--- config.mk ---
export PLATFORM = sky130hd
export DESIGN_NAME = instr_fetch_flat
export DESIGN_NICKNAME = d
export VERILOG_FILES = /design/src/rtl/instr_fetch_if.sv /design/src/rtl/instr_fetch.sv /design/src/flat_wrapper.sv
export SDC_FILE = /design/constraint.sdc
export NUM_CORES = 1
export LEC_CHECK = 0
export ABC_AREA = 0
export CORE_MARGIN = 5
export CORE_UTILIZATION = 30
export DETAILED_ROUTE_END_ITERATION = 8
export PLACE_DENSITY_LB_ADDON = 0.25
export SETUP_SLACK_MARGIN = 0.1
export SYNTH_ARGS = -nofsm -noshare
export SYNTH_HDL_FRONTEND = slang
export SYNTH_SLANG_ARGS = --single-unit
--- constraint.sdc ---
create_clock -name clk -period 2.6 [get_ports clk]
set_clock_uncertainty 0.05 [all_clocks]
set_input_delay 0.52 -clock clk [delete_from_list [all_inputs] [get_ports clk]]
set_output_delay 0.52 -clock clk [all_outputs]
set_load 0.05 [all_outputs]
--- src/rtl/instr_fetch_if.sv ---
// Fetch-unit bus bundle: start control, instruction-memory read port, decoder issue port and status.
interface instr_fetch_if #(
  parameter int ADDR_W = 8
);
  logic              start;
  logic              imem_req;
  logic [ADDR_W-1:0] imem_addr;
  logic              imem_ack;
  logic [31:0]       imem_rdata;
  logic              instr_valid;
  logic              instr_ready;
  logic [31:0]       instr;
  logic [6:0]        opcode;
  logic [ADDR_W-1:0] pc;
  logic              halted;

  modport master (
    input  start, imem_ack, imem_rdata, instr_ready,
    output imem_req, imem_addr, instr_valid, instr, opcode, pc, halted
  );

  modport slave (
    output start, imem_ack, imem_rdata, instr_ready,
    input  imem_req, imem_addr, instr_valid, instr, opcode, pc, halted
  );
endinterface

--- src/rtl/instr_fetch.sv ---
// Instruction fetch FSM: fetches imem[pc], holds it for the decoder until accepted, then advances pc.
// HALT_DETECT_EN: when defined, an accepted all-zero word parks the unit in HALT until reset.
module instr_fetch #(
  parameter int ADDR_W = 8
) (
  input  logic          clk,
  input  logic          rst,
  instr_fetch_if.master bus
);

  typedef enum logic [1:0] {
    S_IDLE  = 2'd0,
    S_FETCH = 2'd1,
    S_ISSUE = 2'd2,
    S_HALT  = 2'd3
  } state_t;

  state_t            r_state;
  state_t            w_state_nxt;
  logic [ADDR_W-1:0] r_pc;
  logic [ADDR_W-1:0] w_pc_nxt;
  logic [31:0]       r_instr;
  logic [31:0]       w_instr_nxt;
  logic              w_halt_word;

`ifdef HALT_DETECT_EN
  assign w_halt_word = (r_instr == 32'h0000_0000);
  assign bus.halted  = (r_state == S_HALT);
`else
  assign w_halt_word = 1'b0;
  assign bus.halted  = 1'b0;
`endif

  always_ff @(posedge clk) begin
    if (rst) begin
      r_state <= S_IDLE;
      r_pc    <= '0;
      r_instr <= '0;
    end else begin
      r_state <= w_state_nxt;
      r_pc    <= w_pc_nxt;
      r_instr <= w_instr_nxt;
    end
  end

  // pc only moves on an accepted, non-halt handshake; wraps naturally at 2^ADDR_W.
  always_comb begin
    w_state_nxt = r_state;
    w_pc_nxt    = r_pc;
    w_instr_nxt = r_instr;
    case (r_state)
      S_IDLE: begin
        if (bus.start) begin
          w_state_nxt = S_FETCH;
        end
      end
      S_FETCH: begin
        if (bus.imem_ack) begin
          w_instr_nxt = bus.imem_rdata;
          w_state_nxt = S_ISSUE;
        end
      end
      S_ISSUE: begin
        if (bus.instr_ready) begin
          if (w_halt_word) begin
            w_state_nxt = S_HALT;
          end else begin
            w_pc_nxt    = r_pc + 1'b1;
            w_state_nxt = S_FETCH;
          end
        end
      end
      S_HALT: begin
        w_state_nxt = S_HALT;
      end
      default: begin
        w_state_nxt = S_IDLE;
      end
    endcase
  end

  assign bus.imem_req    = (r_state == S_FETCH);
  assign bus.imem_addr   = r_pc;
  assign bus.instr_valid = (r_state == S_ISSUE);
  assign bus.instr       = r_instr;
  assign bus.opcode      = r_instr[6:0];
  assign bus.pc          = r_pc;

endmodule

--- src/flat_wrapper.sv ---
// flat-port wrapper written by rule: the top's interface ports become plain ports
module instr_fetch_flat 
#(
  parameter int ADDR_W = 8
)
  (clk, rst, bus_start, bus_imem_ack, bus_imem_rdata, bus_instr_ready, bus_imem_req, bus_imem_addr, bus_instr_valid, bus_instr, bus_opcode, bus_pc, bus_halted);
  instr_fetch_if #(.ADDR_W(ADDR_W)) bus_i ();
  input  logic clk;
  input  logic rst;
  input wire logic [$bits(bus_i.start)-1:0] bus_start;
  input wire logic [$bits(bus_i.imem_ack)-1:0] bus_imem_ack;
  input wire logic [$bits(bus_i.imem_rdata)-1:0] bus_imem_rdata;
  input wire logic [$bits(bus_i.instr_ready)-1:0] bus_instr_ready;
  output wire logic [$bits(bus_i.imem_req)-1:0] bus_imem_req;
  output wire logic [$bits(bus_i.imem_addr)-1:0] bus_imem_addr;
  output wire logic [$bits(bus_i.instr_valid)-1:0] bus_instr_valid;
  output wire logic [$bits(bus_i.instr)-1:0] bus_instr;
  output wire logic [$bits(bus_i.opcode)-1:0] bus_opcode;
  output wire logic [$bits(bus_i.pc)-1:0] bus_pc;
  output wire logic [$bits(bus_i.halted)-1:0] bus_halted;
  assign bus_i.start = bus_start;
  assign bus_i.imem_ack = bus_imem_ack;
  assign bus_i.imem_rdata = bus_imem_rdata;
  assign bus_i.instr_ready = bus_instr_ready;
  assign bus_imem_req = bus_i.imem_req;
  assign bus_imem_addr = bus_i.imem_addr;
  assign bus_instr_valid = bus_i.instr_valid;
  assign bus_instr = bus_i.instr;
  assign bus_opcode = bus_i.opcode;
  assign bus_pc = bus_i.pc;
  assign bus_halted = bus_i.halted;
  instr_fetch #(.ADDR_W(ADDR_W)) u_core (.clk(clk), .rst(rst), .bus(bus_i));
endmodule
==> flow_summary.ini, run 1 <==
[yosys]
synth_simple_gate_area_share_pct = 22.47
synth_top_family_by_area = simple AND/OR/NAND/NOR gates
synth_compound_gate_area_share_pct = 13.40
synth-warning-count = 0
post_synth_main_area_contributors = sky130_fd_sc_hd__dfxtp_1 (49%), sky130_fd_sc_hd__nand2_1 (14%), sky130_fd_sc_hd__a21oi_1 (11%)
post_synthesis_cells = 211
synth_area_leader_cell = sky130_fd_sc_hd__dfxtp_1
seq_area_frac_synth_pct = 49.19
yosys.area_share.adder_pct = 0.7321
post_synth_num_cell_types = 28
yosysTopAreaCellShare_pct = 49.19
mappedNetlistNets = 249
synthXorXnorAreaFrac_pct = 1.025
synthFlopType = sky130_fd_sc_hd__dfxtp_1
synth.mux.area_fraction_pct = 1.245
ys_ff_latch = 42
synth-async-reset-ratio_pct = 0
most_frequent_cell_after_synthesis = sky130_fd_sc_hd__nand2_1
avgSynthCellArea_um2 = 8.100
number_of_synthesized_flops_with_an_enable_pin = 0
netlist_top_cells_count = sky130_fd_sc_hd__nand2_1 (66), sky130_fd_sc_hd__dfxtp_1 (42), sky130_fd_sc_hd__a21oi_1 (37), sky130_fd_sc_hd__buf_4 (17), sky130_fd_sc_hd__buf_2 (7)
netlist_area_mm2 = 0.001709

[critical_path]
timing.critical_path.arrival_ps = 1760
timing.critical_path.cells = and2b_2 -> clkdlybuf4s50_1
endpoint_kind = output port
worst-path-max-fanout = 10
critPathMaxStageDelay_ps = 810
cp_startpoint_kind = flop
worst_ep_required_time_ps = 2030
worst-setup-path-type = flop to output port
cp_slowest_cell = sky130_fd_sc_hd__clkdlybuf4s50_1

[timing]
final_clock_period_utilization_by_the_worst_path_pct = 89.46
rsz0062_at_grt = false
finalSetupTns_ps = 0
worst_slew_pin_slew_ps = 586.6
final_period_minus_worst_setup_slack_ps = 2326
final_setup_margin_ps = 274.2
timing.final.setup_violations = 0
max-slew-margin-rel_pct = 60.89
report.final.slew_viol_count = 0
max_freq_mhz = 430.0
timing.final.hold_violations = 0

[clock_tree]
cts.hold.buffers_added = 0
level_count_of_the_clock_h_tree = 2
clock-sinks = 42
clkLatencyLatePin_ps = 300
cts_buffers = 5
cts_tree = built
postCtsSetupBuffers = 0
clock_path_buffers = 2
post_cts_resize_count = 0
ctsRootBufferMaster = sky130_fd_sc_hd__clkbuf_8
cts.reportedPaths.clkPinSlew_ps = 80

[pwr]
power.density_mw_per_mm2 = 558.1
vdd.ir_drop.worst_uv = 296.5
static_leakage_power_nw = 0.9843

[die]
die_area_mm2 = 0.007307
initial_utilization_pct = 31.04
chipWidth_um = 85.48
rows = 27
fp.coreArea_mm2 = 0.005507
die-height_um = 85.48
design.portCount = 95

[layout]
layout-area-overhead-vs-synth_pct = 57.69
n_antenna_cell = 0
drive_above_1_share_pct = 5.245
fin_nets = 323
fillers = 551

[detailed_routing]
routedWlPerCell_um = 12.06
length_of_the_first_detailed_routing_pass_in_iterations = 3
drc_violations_left = 0
route.detailed.vias_per_inst = 4.466
wirelength_um = 4317
num_vias = 1599
final_antenna_net_count = 0
drt_first_iter_violations = 36

[placed_design]
portBuffers = 93
post-place-ws_ps = 510.4
post-dp-hpwl_um = 3104
finalWeightedCongestion = 0.7094

[grt]
grt_pass1_vias = 1477
initial_antenna_violation_count = 0
grt_util_all_layers_pct = 11.91
grt_first_pass_wirelength_um = 7017
pin_count_of_the_biggest_net_entering_global_routing = 37
remaining_overflow_grt = 0

[run]
timing.max_cap.violations = 0

[outcome]
outcome = finished clean

[hold_path]
min-delay-path-class = flop to flop
==> cell type report <==
type	instances	area, µm²	area share, %
timing repair buffer	96	968.4	35.93
clock inverter	3	40.04	1.486
clock buffer	5	68.82	2.553
sequential	42	840.8	31.20
inverter	5	18.77	0.6964
multi-input combinational	135	668.1	24.79
tap	72	90.09	3.343
==> layer usage <==
| layer | global-route usage [%] | vias to the layer above | share of wire, % |
|---|---|---|---|
| met5 | 0 | - | 0 |
| met1 | 14.63 | 704 | 44 |
| met4 | 3.885 | 0 | 1.4 |
| met3 | 6.311 | 6 | 13 |
| li1 | - | 821 | - |
| met2 | 17.87 | 68 | 41 |
==> state kept, by name (all words and copies together), names as in the netlist <==
register,cells
u_core.r_state,2
u_core.bus.imem_addr,8
u_core.bus.instr,32
==> power by group <==
group	internal (W)	switching (W)
Combinational	0.000126	0.000184
Clock	0.000283	0.000224
Sequential	0.000669	0.0000183
==> critical path: cells and delay by family, from the launching register on <==
kind,cells,cell delay [ps]
buf+inv,1,810
flops,1,470
simple gates,1,180
==> per-stage QoR <==
| stage | power, W | area (µm²) | std cells | util [%] | hold slack (ps) |
|---|---|---|---|---|---|
| detailed placement | 0.001016 | 2584 | 350 | 46.92 | 396.2 |
| global route | 0.001576 | 2695 | 358 | 48.94 | 426.2 |
| global placement | 0.001014 | 2584 | 350 | 46.92 | 391.8 |
| floorplan | 0.0008921 | 1709 | 211 | - | 498.8 |
| finish | 0.001504 | 2695 | 358 | 48.94 | 402.7 |
| CTS | 0.001534 | 2693 | 358 | 48.90 | 406.3 |
==> final timing paths <==
path,start,to,slack [ps],cells after the start
max,u_core.r_state[0],bus_imem_req,270,2
min,u_core.bus.instr[18],u_core.bus.instr[18],400,2
max reg2reg,u_core.r_state[0],u_core.bus.instr[7],1130,3
min reg2reg,u_core.bus.instr[18],u_core.bus.instr[18],400,2
==> layout by cell type, fill, tap and decap left out, drive strengths merged, types with 3 or more instances in the layout <==
master	Yosys	routed
inv	5	5
a21oi	37	37
nor2	5	5
dfxtp	42	42
nand2	66	66
o21ai	4	4
clkbuf	5	5
buf	24	3
clkdlybuf4s50	0	92
==> kinds of logic after synthesis <==
group	after synthesis
and+or+nand+nor	85
AOI/OAI and AO/OA	44
DFF	42
buffers and inverters	34
xor gates and xnor gates	2
muxes	2
adders and majority gates	1
other	1
(Power assumes the default switching activity.)
==> run 2: changes to the inputs <==
--- a/config.mk
+++ b/config.mk
@@ -9,8 +9,10 @@
 export CORE_MARGIN = 5
 export CORE_UTILIZATION = 30
 export DETAILED_ROUTE_END_ITERATION = 8
+export DONT_BUFFER_PORTS = 1
 export PLACE_DENSITY_LB_ADDON = 0.25
-export SETUP_SLACK_MARGIN = 0.1
+export SETUP_SLACK_MARGIN = 0.15
+export SKIP_CTS_REPAIR_TIMING = 1
 export SYNTH_ARGS = -nofsm -noshare
 export SYNTH_HDL_FRONTEND = slang
 export SYNTH_SLANG_ARGS = --single-unit
==> run 2 against run 1 <==
  * Sequential cell count unchanged
  * Wire length decreased by 12%
  * Critical path depth is 1 higher
  * Largest power group unchanged
  * Clock power shrank 0.8%
  * Global-route usage down 1.7 points
  * Highest routed layer unchanged
  * Cell count shrank 22%
==> flow_summary.ini, run 2 (synthesis gave the netlist of run 1 again) <==
[outcome]
outcome = finished clean

[placed_design]
post_dp_cell_area_mm2 = 0.001745
finalWeightedCongestion = 0.6881
portBuffers = 0
post-dp-hpwl_um = 2695
post-place-ws_ps = 958.5

[timing]
max-slew-margin-rel_pct = 61.59
final_period_minus_worst_setup_slack_ps = 1826
finalSetupTns_ps = 0
rsz0062_at_grt = false
report.final.slew_viol_count = 0
worst_slew_pin_slew_ps = 576.1
final_clock_period_utilization_by_the_worst_path_pct = 70.25
final_setup_margin_ps = 773.6
timing.final.hold_violations = 0
timing.final.setup_violations = 0
max_freq_mhz = 547.5

[grt]
grt_first_pass_wirelength_um = 6030
remaining_overflow_grt = 0
pin_count_of_the_biggest_net_entering_global_routing = 44
initial_antenna_violation_count = 0
grt_util_all_layers_pct = 10.16
grt_pass1_vias = 1232

[detailed_routing]
num_vias = 1298
routedWlPerCell_um = 13.58
route.detailed.vias_per_inst = 4.652
wirelength_um = 3789
final_antenna_net_count = 0
drt_first_iter_violations = 32
drc_violations_left = 0
length_of_the_first_detailed_routing_pass_in_iterations = 4

[die]
chipWidth_um = 85.48
die_area_mm2 = 0.007307
initial_utilization_pct = 31.04
rows = 27
die-height_um = 85.48
design.portCount = 95
fp.coreArea_mm2 = 0.005507

[layout]
fillers = 604
layout-area-overhead-vs-synth_pct = 8.565
layout_commonest_cell = sky130_fd_sc_hd__nand2_1
fin_nets = 244
final_cell_area_excluding_filler_cells_mm2 = 0.001856
largest_register_ffs = 32
drive_above_1_share_pct = 13.53
mostFrequentLayoutCells = sky130_fd_sc_hd__nand2_1 (66), sky130_fd_sc_hd__dfxtp_1 (42), sky130_fd_sc_hd__a21oi_1 (37)
n_antenna_cell = 0

[clock_tree]
level_count_of_the_clock_h_tree = 2
cts.reportedPaths.clkPinSlew_ps = 80
clkLatencyLatePin_ps = 280
clock-sinks = 42
cts_tree = built
ctsRootBufferMaster = sky130_fd_sc_hd__clkbuf_8
clock_path_buffers = 2
cts_buffers = 5

[critical_path]
critPathMaxStageDelay_ps = 490
cp_startpoint_kind = flop
endpoint_kind = output port
cp_slowest_cell = sky130_fd_sc_hd__dfxtp_1
worst-path-max-fanout = 8
worst-setup-path-type = flop to output port
worst_ep_required_time_ps = 2030
timing.critical_path.arrival_ps = 1260
critical_path.top_delay_family = flip-flops
timing.critical_path.cells = inv_1 -> nor2_1 -> buf_4
critPathBufInv = 2

[hold_path]
min-delay-path-class = input port to flop

[pwr]
vdd.ir_drop.worst_uv = 388.6
power.density_mw_per_mm2 = 745.2
static_leakage_power_nw = 0.6968
finalPower_w = 0.001383

[run]
timing.max_cap.violations = 0
## run 2: layout make-up
type | instances | area (µm²) | share of cell area (%)
inverters | 5 | 18.77 | 1.011
repair buffers | 17 | 127.6 | 6.878
well taps | 72 | 90.09 | 4.855
clock buffers | 6 | 72.57 | 3.911
flip-flops and latches | 42 | 840.8 | 45.31
multi-input cells | 135 | 668.1 | 36.01
clock inverters | 2 | 37.54 | 2.023
## run 2: stage by stage
step                util [%]  std cells  hold slack (ps)
floorplan                  -        211            498.8
global placement       31.70        271            388.5
detailed placement     31.70        271            393.3
CTS                    33.70        279            223.8
global route           33.70        279            218.2
finish                 33.70        279            240.0
## run 2: final timing paths
path | start | to | slack (ps) | cells after the start
max | u_core.r_state[1] | bus_instr_valid | 770 | 3
min | rst | u_core.bus.instr[30] | 240 | 1
max reg2reg | u_core.r_state[1] | u_core.bus.instr[7] | 990 | 4
min reg2reg | u_core.bus.instr[1] | u_core.bus.instr[1] | 400 | 2
## run 2: report_power, final
group	internal [W]	switching, W
Sequential	0.000669	0.0000827
Clock	0.000286	0.000217
Combinational	0.0000333	0.0000944
## run 2: per-layer routing
| metal | part of all wire [%] | vias up | GRT usage [%] |
|---|---|---|---|
| met5 | 0 | - | 0 |
| met4 | 0.50 | 0 | 3.165 |
| met3 | 16 | 2 | 6.408 |
| met2 | 43 | 67 | 15.75 |
| met1 | 41 | 569 | 11.50 |
| li1 | - | 660 | - |
